### src/rtl/shb_pkg.sv
// Shared shrinked-AHB definitions: FSM state encoding, htrans/hresp codes,
// wait-counter width and a lane-count helper.
// Combinational constants only; no latency, no backpressure.
package shb_pkg;

    // Responder data-phase states.
    typedef enum logic [2:0] {
        IDLE = 3'd0,
        RD   = 3'd1,
        WR   = 3'd2,
        RAW  = 3'd3,
        ERR1 = 3'd4,
        ERR2 = 3'd5
    } shb_state_e;

    localparam logic TRANS_IDLE = 1'b0;
    localparam logic TRANS_ACT  = 1'b1;
    localparam logic RESP_OK    = 1'b0;
    localparam logic RESP_ERR   = 1'b1;

    // Enough for WAIT_STATES in 0..7.
    localparam int WCNT_W = 3;

    // log2 of the number of byte lanes for a given data width.
    function automatic int nb_log2(input int bus_width);
        return $clog2(bus_width / 8);
    endfunction

endpackage

### src/rtl/shb_sram_slave_if.sv
// Shrinked-AHB bus bundle between the core's bus unit (master) and a target (slave).
// Ports: haddr/hwrite/hburst/htrans/hwdata from the master; hready/hresp/hrdata back.
// hready is the only flow control: low stretches the current data phase.
interface shb_sram_slave_if #(
    parameter int BUS_ADDR  = 32,
    parameter int BUS_WIDTH = 16
);
    localparam int NB = BUS_WIDTH / 8;

    logic [BUS_ADDR-1:0]  haddr;
    logic [NB-1:0]        hwrite;
    logic                 hburst;
    logic                 htrans;
    logic [BUS_WIDTH-1:0] hwdata;
    logic                 hready;
    logic                 hresp;
    logic [BUS_WIDTH-1:0] hrdata;

    modport master (
        output haddr, hwrite, hburst, htrans, hwdata,
        input  hready, hresp, hrdata
    );

    modport slave (
        input  haddr, hwrite, hburst, htrans, hwdata,
        output hready, hresp, hrdata
    );
endinterface

### src/rtl/shb_addr_decode.sv
// Address window hit and SRAM word-index extraction for shrinked-AHB targets.
// Purely combinational, zero latency.
// No backpressure; result is valid whenever haddr_i is.
// Ports: haddr_i byte address; hit_o inside [BASE_ADDR, BASE_ADDR + NB*2^MEM_AW);
//        idx_o word index haddr_i[MEM_AW+log2(NB)-1 : log2(NB)].
module shb_addr_decode
    import shb_pkg::*;
#(
    parameter int                  BUS_ADDR  = 32,
    parameter int                  BUS_WIDTH = 16,
    parameter int                  MEM_AW    = 12,
    parameter logic [BUS_ADDR-1:0] BASE_ADDR = '0
) (
    input  logic [BUS_ADDR-1:0] haddr_i,
    output logic                hit_o,
    output logic [MEM_AW-1:0]   idx_o
);
    localparam int LSB      = nb_log2(BUS_WIDTH);
    localparam int WIN_BITS = MEM_AW + LSB;

    // The window is size-aligned, so a hit is just equal upper bits.
    assign hit_o = (haddr_i >> WIN_BITS) == (BASE_ADDR >> WIN_BITS);
    assign idx_o = MEM_AW'(haddr_i >> LSB);
endmodule

### src/rtl/shb_sram_slave.sv
// Shrinked-AHB responder in front of a single-port synchronous SRAM.
// Latency: data phase ends WAIT_STATES+1 cycles after the address (+1 on read-after-write).
// Backpressure: hready low during wait states, the RAW deferral cycle and ERR1.
// Ports: clk, rst (async, active-high); bus (slave modport of shb_sram_slave_if);
//        mem_ce/mem_we/mem_addr/mem_wdata to the SRAM, mem_rdata back one cycle after mem_ce.
// Build option: SHB_SLAVE_RANGE_CHECK_EN enables the out-of-window error response.
module shb_sram_slave
    import shb_pkg::*;
#(
    parameter int                  BUS_ADDR    = 32,
    parameter int                  BUS_WIDTH   = 16,
    parameter int                  MEM_AW      = 12,
    parameter int                  WAIT_STATES = 0,
    parameter logic [BUS_ADDR-1:0] BASE_ADDR   = '0
) (
    input  logic                     clk,
    input  logic                     rst,
    shb_sram_slave_if.slave          bus,
    output logic                     mem_ce,
    output logic [BUS_WIDTH/8-1:0]   mem_we,
    output logic [MEM_AW-1:0]        mem_addr,
    output logic [BUS_WIDTH-1:0]     mem_wdata,
    input  logic [BUS_WIDTH-1:0]     mem_rdata
);
    localparam int NB = BUS_WIDTH / 8;

    shb_state_e           state_q, state_d;
    logic [WCNT_W-1:0]    wcnt_q, wcnt_d;
    logic [MEM_AW-1:0]    addr_q, addr_d;
    logic [NB-1:0]        strb_q, strb_d;
    logic [BUS_WIDTH-1:0] hrdata_q, hrdata_d;
    logic                 rd_first_q, rd_first_d;   // first data-phase cycle of a read

    logic                 win_hit;
    logic [MEM_AW-1:0]    win_idx;
    logic                 range_err;
    logic                 hready;
    logic                 accept;
    logic                 in_err;

    shb_addr_decode #(
        .BUS_ADDR  (BUS_ADDR),
        .BUS_WIDTH (BUS_WIDTH),
        .MEM_AW    (MEM_AW),
        .BASE_ADDR (BASE_ADDR)
    ) u_decode (
        .haddr_i (bus.haddr),
        .hit_o   (win_hit),
        .idx_o   (win_idx)
    );

    assign in_err = (state_q == ERR1) || (state_q == ERR2);

`ifdef SHB_SLAVE_RANGE_CHECK_EN
    assign range_err = ~win_hit;
    assign bus.hresp = in_err ? RESP_ERR : RESP_OK;
`else
    // Memory aliases over the whole address space; the hit is not needed.
    logic unused_win_hit;
    assign unused_win_hit = win_hit;
    assign range_err      = 1'b0;
    assign bus.hresp      = RESP_OK;
`endif

    // Bursts are decoded beat by beat, so hburst carries no information here.
    logic unused_hburst;
    assign unused_hburst = bus.hburst;

    always_comb begin
        hready = 1'b0;
        case (state_q)
            IDLE, ERR2: hready = 1'b1;
            RD, WR:     hready = (wcnt_q == '0);
            default:    hready = 1'b0;
        endcase
    end

    assign bus.hready = hready;
    // Fresh SRAM data is passed straight through on the first data-phase cycle.
    assign bus.hrdata = in_err     ? '0        :
                        rd_first_q ? mem_rdata : hrdata_q;

    assign accept = (bus.htrans == TRANS_ACT) && hready && !rst;

    always_comb begin
        state_d    = state_q;
        wcnt_d     = wcnt_q;
        addr_d     = addr_q;
        strb_d     = strb_q;
        hrdata_d   = rd_first_q ? mem_rdata : hrdata_q;
        rd_first_d = 1'b0;
        mem_ce     = 1'b0;
        mem_we     = '0;
        mem_addr   = '0;
        mem_wdata  = '0;

        if ((state_q == RD || state_q == WR) && wcnt_q != '0) begin
            wcnt_d = wcnt_q - 1'b1;
        end

        // Final cycle of a write data phase: hwdata is valid now.
        if (state_q == WR && hready) begin
            mem_ce    = 1'b1;
            mem_we    = strb_q;
            mem_addr  = addr_q;
            mem_wdata = bus.hwdata;
        end

        // Deferred read; the counter is frozen so RAW costs exactly one cycle.
        if (state_q == RAW) begin
            mem_ce     = 1'b1;
            mem_addr   = addr_q;
            rd_first_d = 1'b1;
            state_d    = RD;
        end

        if (state_q == ERR1) begin
            state_d = ERR2;
        end

        if (hready) begin
            if (accept) begin
                wcnt_d = WCNT_W'(WAIT_STATES);
                if (range_err) begin
                    state_d = ERR1;
                end else if (bus.hwrite == '0) begin
                    if (state_q == WR) begin
                        // SRAM port busy with the completing write.
                        state_d = RAW;
                        addr_d  = win_idx;
                    end else begin
                        state_d    = RD;
                        mem_ce     = 1'b1;
                        mem_addr   = win_idx;
                        rd_first_d = 1'b1;
                    end
                end else begin
                    state_d = WR;
                    addr_d  = win_idx;
                    strb_d  = bus.hwrite;
                end
            end else begin
                state_d = IDLE;
            end
        end
    end

    always_ff @(posedge clk or posedge rst) begin
        if (rst) begin
            state_q    <= IDLE;
            wcnt_q     <= '0;
            addr_q     <= '0;
            strb_q     <= '0;
            hrdata_q   <= '0;
            rd_first_q <= 1'b0;
        end else begin
            state_q    <= state_d;
            wcnt_q     <= wcnt_d;
            addr_q     <= addr_d;
            strb_q     <= strb_d;
            hrdata_q   <= hrdata_d;
            rd_first_q <= rd_first_d;
        end
    end
endmodule

### src/flat_wrapper.sv
// flat-port wrapper written by rule: the top's interface ports become plain ports
module shb_sram_slave_flat import shb_pkg::*;
#(
    parameter int                  BUS_ADDR    = 32,
    parameter int                  BUS_WIDTH   = 16,
    parameter int                  MEM_AW      = 12,
    parameter int                  WAIT_STATES = 0,
    parameter logic [BUS_ADDR-1:0] BASE_ADDR   = '0
)
  (clk, rst, mem_ce, mem_we, mem_addr, mem_wdata, mem_rdata, bus_haddr, bus_hwrite, bus_hburst, bus_htrans, bus_hwdata, bus_hready, bus_hresp, bus_hrdata);
  shb_sram_slave_if #(.BUS_ADDR(BUS_ADDR), .BUS_WIDTH(BUS_WIDTH)) bus_i ();
  input  logic clk;
  input  logic rst;
  output logic mem_ce;
  output logic [BUS_WIDTH/8-1:0] mem_we;
  output logic [MEM_AW-1:0] mem_addr;
  output logic [BUS_WIDTH-1:0] mem_wdata;
  input  logic [BUS_WIDTH-1:0] mem_rdata;
  input wire logic [$bits(bus_i.haddr)-1:0] bus_haddr;
  input wire logic [$bits(bus_i.hwrite)-1:0] bus_hwrite;
  input wire logic [$bits(bus_i.hburst)-1:0] bus_hburst;
  input wire logic [$bits(bus_i.htrans)-1:0] bus_htrans;
  input wire logic [$bits(bus_i.hwdata)-1:0] bus_hwdata;
  output wire logic [$bits(bus_i.hready)-1:0] bus_hready;
  output wire logic [$bits(bus_i.hresp)-1:0] bus_hresp;
  output wire logic [$bits(bus_i.hrdata)-1:0] bus_hrdata;
  assign bus_i.haddr = bus_haddr;
  assign bus_i.hwrite = bus_hwrite;
  assign bus_i.hburst = bus_hburst;
  assign bus_i.htrans = bus_htrans;
  assign bus_i.hwdata = bus_hwdata;
  assign bus_hready = bus_i.hready;
  assign bus_hresp = bus_i.hresp;
  assign bus_hrdata = bus_i.hrdata;
  shb_sram_slave #(.BUS_ADDR(BUS_ADDR), .BUS_WIDTH(BUS_WIDTH), .MEM_AW(MEM_AW), .WAIT_STATES(WAIT_STATES), .BASE_ADDR(BASE_ADDR)) u_core (.clk(clk), .rst(rst), .bus(bus_i), .mem_ce(mem_ce), .mem_we(mem_we), .mem_addr(mem_addr), .mem_wdata(mem_wdata), .mem_rdata(mem_rdata));
endmodule
### config.mk
export PLATFORM = sky130hd
export DESIGN_NAME = shb_sram_slave_flat
export DESIGN_NICKNAME = d
export VERILOG_FILES = /design/src/rtl/shb_pkg.sv /design/src/rtl/shb_sram_slave_if.sv /design/src/rtl/shb_addr_decode.sv /design/src/rtl/shb_sram_slave.sv /design/src/flat_wrapper.sv
export SDC_FILE = /design/constraint.sdc
export NUM_CORES = 1
export LEC_CHECK = 0
export BUFFER_PORTS_ARGS = -buffer_cell sky130_fd_sc_hd__buf_4
export CAP_MARGIN = 5
export CORE_MARGIN = 2
export CORE_UTILIZATION = 39
export CTS_CLUSTER_DIAMETER = 150
export DETAILED_ROUTE_END_ITERATION = 7
export PLACE_DENSITY_LB_ADDON = 0.05
export SLEW_MARGIN = 10
export SYNTH_ARGS = -nofsm -noshare
export SYNTH_HDL_FRONTEND = slang
export SYNTH_SLANG_ARGS = --single-unit
### constraint.sdc
create_clock -name clk -period 2.07 [get_ports clk]
set_clock_uncertainty 0.05 [all_clocks]
set_input_delay 0.1035 -clock clk [delete_from_list [all_inputs] [get_ports clk]]
set_output_delay 0.1035 -clock clk [all_outputs]
set_load 0.03 [all_outputs]
==> impl_metrics.tcl, run 1 <==
set metrics [dict create \
    status "complete, but fails checks" \
    violations "negative setup slack" \
    regToRegEndpoint "u_core.addr_q[1]$_DFFE_PP0P_" \
    setup_viol 13 \
    end_kind "output port" \
    synth_area_leaders "dfrtp_1 (48%), mux2_2 (10%), mux2_4 (6.9%)" \
    drcViolationCount 0 \
    critPathLaunch "u_core.wcnt_q[1]$_DFF_PP0_" \
    hold_path_depth 2 \
    fin_cells 358 \
    syn_nets 238 \
    start_util_pct 40.9 \
    die_area_um2 5570 \
    crit_fanout 7 \
    antenna_cells 0 \
    dr_total_vias 1660 \
    syn_area_per_cell_um2 11.7 \
    cts_tree "done" \
    cts_buffers 5 \
    path_class "reg2out" \
    chipHeight_um 74.6 \
    synth_seq_cells 37 \
    r2r-start "u_core.wcnt_q[1]$_DFF_PP0_" \
    ctsRootBufferMaster "clkbuf_8" \
    hold_start "mem_rdata[0]" \
    wire_per_inst_um 13.5 \
    period_share_pct 104 \
    setup_ws_ps -79.6 \
    min_to "u_core.hrdata_q[0]$_DFF_PP0_" \
    rsz0062_at_grt "true" \
    drtIter0Drc 48 \
    grt_pass1_wl_um 7080 \
    slew_headroom_pct 65.0 \
    holdCritPathClass "in2reg" \
    ff2ff_path_depth 9 \
    grt_pass1_vias 1562 \
    clk-insertion-delay-late_ps 280 \
    cp.buffers_inverters 3 \
    viasPerCell 4.64 \
    netlist_area_um2 1950 \
    syn_to_final_growth_pct 66.6 \
    antenna_found_initial 0 \
    num_io_pins 119 \
    crit_top_cell "buf_6" \
    cp.arrival_ps 2000 \
    ant_nets 0 \
    finalSetupTns_ps -855 \
    required_ps 1920 \
    maxCapViolCount 0 \
    path_delay_family "simple AND/OR/NAND/NOR gates" \
    netlist_instances 166 \
    row_count 25 \
    reg2reg_slack_ps 70 \
    grt_start_max_net_pins 38 \
    cpMaxStageDelayCell "dfrtp_1" \
    ctsHtreeMaxLevel 2 \
    hold_viol 0 \
    core_area_um2 4750 \
    yosys_warnings 0 \
    clkTransAtPathRegs_ps 80 \
    gp_congestion 0.718 \
    slew_violations 0 \
    hpwl_um 3240 \
    wirelength_um 4820 \
    tightest_slew_ps 522 \
    p_leak_nw 1.59 \
    grt_overflow 0 \
    drtPass1Iterations 4 \
    mostFrequentLayoutCell "buf_4" \
    die_w_um 74.6 \
    start_kind "register" \
    layout_common_cells "buf_4 (97), dfrtp_1 (37), and2_1 (19)" \
    place_inst 332 \
    synth.largest_area_cell "dfrtp_1" \
    port_buffers 96 \
    fin_nets 362 \
    drive_gt1_share_pct 59.5 \
    period_minus_slack_ps 2150 \
    crit_chain "inv_2 > ha_4 > nor2b_4 > o31a_1 > and3b_2 > buf_6 > or2_4 > buf_6" \
    grt.total_usage_pct 16.6 \
    yosysSeqAreaShare_pct 47.6 \
    cts.sinks 37 \
    clk_path_buf_depth 2 \
    max-vdd-ir-drop_v 0.000513 \
    total_power_mw 2.46 \
    synth_top_cell_area_share_pct 47.6 \
    fmax_ghz 0.465 \
    powerDensity_nw_per_um2 758 \
    synth_cell_types 34 \
    max_stage_delay_ps 370 \
]
==> sequential cells by signal (all words and copies together), names as in the netlist <==
name	count
u_core.addr_q	12
u_core.hrdata_q	16
u_core.rd_first_q	1
u_core.state_q	3
u_core.strb_q	2
u_core.wcnt_q	3
==> worst max-delay path by stage <==
stage	endpoint	slack (ps)	cells past startpoint
finish	mem_ce	-80	8
CTS	mem_ce	-120	8
floorplan	mem_addr[10]	60	7
global placement	mem_addr[10]	60	8
detailed placement	mem_addr[2]	70	8
global route	mem_addr[10]	-190	8
==> logic make-up after synthesis <==
logic type / share of synthesized area, %
compound gates: 10.7
xor+xnor: 1.35
fa+ha+maj: 1.29
buf+inv: 3.41
flops: 47.6
mux: 17.9
other cells: 0.193
simple gates: 17.5
==> cell type report <==
class / count / area, um2
clock inverters: 3 / 46.3
flip-flops and latches: 37 / 926
clock buffers: 5 / 68.8
repair buffers: 126 / 1050
inverters: 5 / 18.8
fillers: 394 / 1510
multi-input cells: 115 / 1050
well taps: 67 / 83.8
==> cell usage after synthesis (all sizes together) <==
library cell  count
and2             20
nand2b            2
a2111oi           1
nand3             3
mux2             28
a22o             14
a211oi            1
xnor2             3
o21a              1
nor3              2
o21ai             2
ha                2
nor4b             1
o311ai            1
nand2             4
o31a              1
conb              1
a21oi             2
o22ai             1
inv               5
buf               5
dfrtp            37
or2               1
clkbuf            4
and3b             1
nor2b            19
nor2              4
==> metrics by stage <==
stage / hold WS [ps] / setup WS (ps) / utilization (%) / cell area (um2)
floorplan: 185 / 62.8 / - / 1960
global placement: 223 / 63.4 / 59.3 / 2820
detailed placement: 221 / 68.9 / 59.3 / 2820
CTS: 0.423 / -118 / 66.3 / 3150
global route: 1.61 / -191 / 68.2 / 3240
finish: 10.8 / -79.6 / 68.2 / 3240
==> repair_timing <==
| action | in CTS | in global routing |
|---|---|---|
| hold buffers | 8 | 3 |
| setup buffers | 5 | 1 |
| pin swaps | 4 | 3 |
| resized for setup | 26 | 13 |
| endpoints found under the setup margin | 20 | 39 |
| hold endpoints to repair | 44 | 3 |
| gates cloned | 0 | 1 |
==> per-layer routing <==
| metal | track usage [%] | wire length, um | vias to the layer above |
|---|---|---|---|
| met3 | 4.69 | 272 | 5 |
| met5 | 0 | 0 | - |
| met1 | 21.4 | 2080 | 798 |
| met4 | 5.36 | 48 | 0 |
| li1 | - | - | 815 |
| met2 | 27.0 | 2420 | 42 |
==> power breakdown <==
group          leakage, nW  internal (mW)  switching, mW
clock network       0.0543          0.361          0.268
logic                 1.09          0.457          0.459
registers            0.447          0.859         0.0525
==> worst reg2reg max path, stage by stage (launching register included) <==
cell and delay [ps]:
dfrtp_1 400, inv_2 90, ha_4 150, nand2b_4 70, a2111oi_4 310, buf_4 160
buf_4 100, nand3_2 90, buf_12 170, mux2_4 310
Power figures use the tool's default switching activity.
==> run 2, diff against run 1 <==
- CORE_UTILIZATION: 39 -> 46
- PLACE_DENSITY: unset -> 0.86
- PLACE_DENSITY_LB_ADDON: 0.05 -> unset
- clock period: 2.07 -> 2.7 ns (I/O delays scaled with it)
==> run 2 against run 1 <==
Effect of this change: the run now ends clean; flip-flop and latch count unchanged; wire length down 6.5%; clock power down 10%; power down 22%; sequential power down 23%; register-to-register slack better by 460 ps; sequential share of layout area up 3.7 points; combinational power down 29%; critical path type unchanged; largest cell class is now multi-input combinational cells.
==> impl_metrics.tcl, run 2 (synthesized netlist as in run 1, its figures left out) <==
set metrics [dict create \
    status "finished clean" \
    slew_headroom_pct 55.0 \
    setup_viol 0 \
    clk-insertion-delay-late_ps 280 \
    fmax_ghz 0.390 \
    switchingPower_mw 0.573 \
    cp.depth 7 \
    postCtsSetupRepairBufs 0 \
    cpMaxStageDelayCell "a2111oi_4" \
    fin_nets 338 \
    drive_gt1_share_pct 52.4 \
    drcViolationCount 0 \
    cp.buffers_inverters 2 \
    pwr-share-comb_pct 33.9 \
    drtPass1Iterations 4 \
    chipHeight_um 69.0 \
    clkTransAtPathRegs_ps 80 \
    wire_per_inst_um 14.2 \
    start_util_pct 48.3 \
    ff2ff_path_depth 7 \
    ant_nets 0 \
    grt_pass1_wl_um 7330 \
    period_minus_slack_ps 2560 \
    period_share_pct 95.0 \
    fillerInstances 314 \
    antenna_found_initial 0 \
    required_ps 2520 \
    tightest_slew_ps 674 \
    reg_top3 "u_core.hrdata_q: 16 flops, u_core.addr_q: 12 flops" \
    viasPerCell 4.96 \
    dr_total_vias 1572 \
    gp_congestion 0.793 \
    path_delay_family "compound AO/OA/AOI/OAI gates" \
    layout_common_cells "buf_4 (100), dfrtp_1 (37), and2_1 (20)" \
    cp.arrival_ps 2380 \
    syn_to_final_growth_pct 47.5 \
    max-vdd-ir-drop_v 0.000414 \
    row_count 23 \
    grt.total_usage_pct 19.0 \
    grt_overflow 0 \
    ctsRootBufferMaster "clkbuf_8" \
    total_power_mw 1.91 \
    grt_pass1_vias 1585 \
    seqPwrFrac_pct 36.7 \
    place_ws_ps 283 \
    critPathLaunch "u_core.wcnt_q[0]$_DFF_PP0_" \
    drtIter0Drc 32 \
    crit_fanout 7 \
    endpoint "mem_addr[5]" \
    slew_violations 0 \
    setup_ws_ps 136 \
    r2r-start "u_core.wcnt_q[0]$_DFF_PP0_" \
    mostFrequentLayoutCell "buf_4" \
    cts.sinks 37 \
    regToRegEndpoint "u_core.addr_q[8]$_DFFE_PP0P_" \
    start_kind "register" \
    antenna_cells 0 \
    path_class "reg2out" \
    p_leak_nw 1.43 \
    die_area_um2 4770 \
    holdCritPathClass "in2reg" \
    end_kind "output port" \
    crit_chain "inv_1 > ha_1 > nand2b_1 > a2111oi_4 > and3b_1 > a22o_1 > buf_4" \
    maxCapViolCount 0 \
    port_buffers 96 \
    hold_viol 0 \
    powerDensity_nw_per_um2 666 \
    cts_tree "done" \
    hpwl_um 3330 \
    clkPwrFrac_pct 29.5 \
    grt_start_max_net_pins 21 \
    p_int_mw 1.34 \
    largest_register "u_core.hrdata_q" \
    max_stage_delay_ps 530 \
    ctsHtreeMaxLevel 2 \
    core_area_um2 4030 \
    clk_path_buf_depth 2 \
    reg2reg_slack_ps 530 \
    wirelength_um 4510 \
    multi_input_area_um2 967 \
    num_io_pins 119 \
    cts_buffers 5 \
    largest_register_ffs 16 \
    seq_area_um2 926 \
    die_w_um 69.0 \
    switching_share_pct 30.0 \
]
[run 2: cell types whose count changed in the layout (fill, tap and decap cells not counted), moves of 3 or more]
| cell | previous run | this run |
|---|---|---|
| buf_6 | 17 | 0 |
| a22o_1 | 4 | 14 |
| dlygate4sd3_1 | 11 | 1 |
| a22o_2 | 6 | 0 |
| a22o_4 | 4 | 0 |
| buf_4 | 97 | 100 |
[run 2: worst min-delay path by stage]
stage / from / endpoint / slack (ps) / cells past startpoint
6_report: bus_haddr[9] / u_core.addr_q[8]$_DFFE_PP0P_ / 30 / 2
5_1_grt: bus_haddr[9] / u_core.addr_q[8]$_DFFE_PP0P_ / 20 / 2
4_1_cts: bus_haddr[9] / u_core.addr_q[8]$_DFFE_PP0P_ / 20 / 2
3_5_place_dp: rst / u_core.state_q[0]$_DFFE_PP0P_ / 250 / 2
3_3_place_gp: rst / u_core.state_q[0]$_DFFE_PP0P_ / 240 / 2
2_1_floorplan: bus_haddr[9] / u_core.addr_q[8]$_DFFE_PP0P_ / 220 / 1
[run 2: final cells by class]
type | instances | share of cell area, %
multi-input cells | 116 | 33.7
flip-flops and latches | 37 | 32.3
repair buffers | 101 | 26.5
clock buffers | 5 | 2.40
clock inverters | 3 | 2.27
well taps | 50 | 2.18
inverters | 5 | 0.654
[run 2: worst reg2reg max path: stages (launching register included)]
cell and delay [ps]:
dfrtp_1 400, inv_1 80, ha_1 160, nand2b_1 160
a2111oi_4 530, nand3_2 110, buf_4 230, mux2_1 320
[run 2: power by group through the flow]
stage,clock [mW],combinational [mW],sequential (mW)
2_1_floorplan,0,0.426,0.694
3_3_place_gp,0,0.638,0.705
3_5_place_dp,0,0.649,0.712
4_1_cts,0.573,0.652,0.702
5_1_grt,0.601,0.689,0.712
6_report,0.563,0.647,0.700
[run 2: metrics by stage]
step | util, % | hold WS, ps | TNS (ps) | std cells | instance area (um2)
after floorplan | - | 217 | 0 | 166 | 1950
after global placement | 67.3 | 241 | 0 | 307 | 2710
after detailed placement | 67.3 | 252 | 0 | 307 | 2710
after CTS | 70.9 | 20.9 | 0 | 316 | 2860
after global routing | 71.2 | 21.1 | -45.0 | 317 | 2870
final | 71.2 | 27.2 | 0 | 317 | 2870
[run 2: layer usage]
layer | track usage [%] | vias up | part of all wire, %
li1 | - | 769 | -
met1 | 23.9 | 754 | 43
met2 | 31.5 | 47 | 51
met3 | 4.53 | 2 | 5.5
met4 | 7.19 | 0 | 0.60
met5 | 0 | - | 0
[run 2: what timing repair did]
item | in CTS | in global routing
cloned | 0 | 1
endpoints found under the setup margin | 13 | 13
gates resized for setup | 1 | 1
hold endpoints to repair | 17 | 0
pin swaps | 0 | 2
hold buffers | 1 | 0
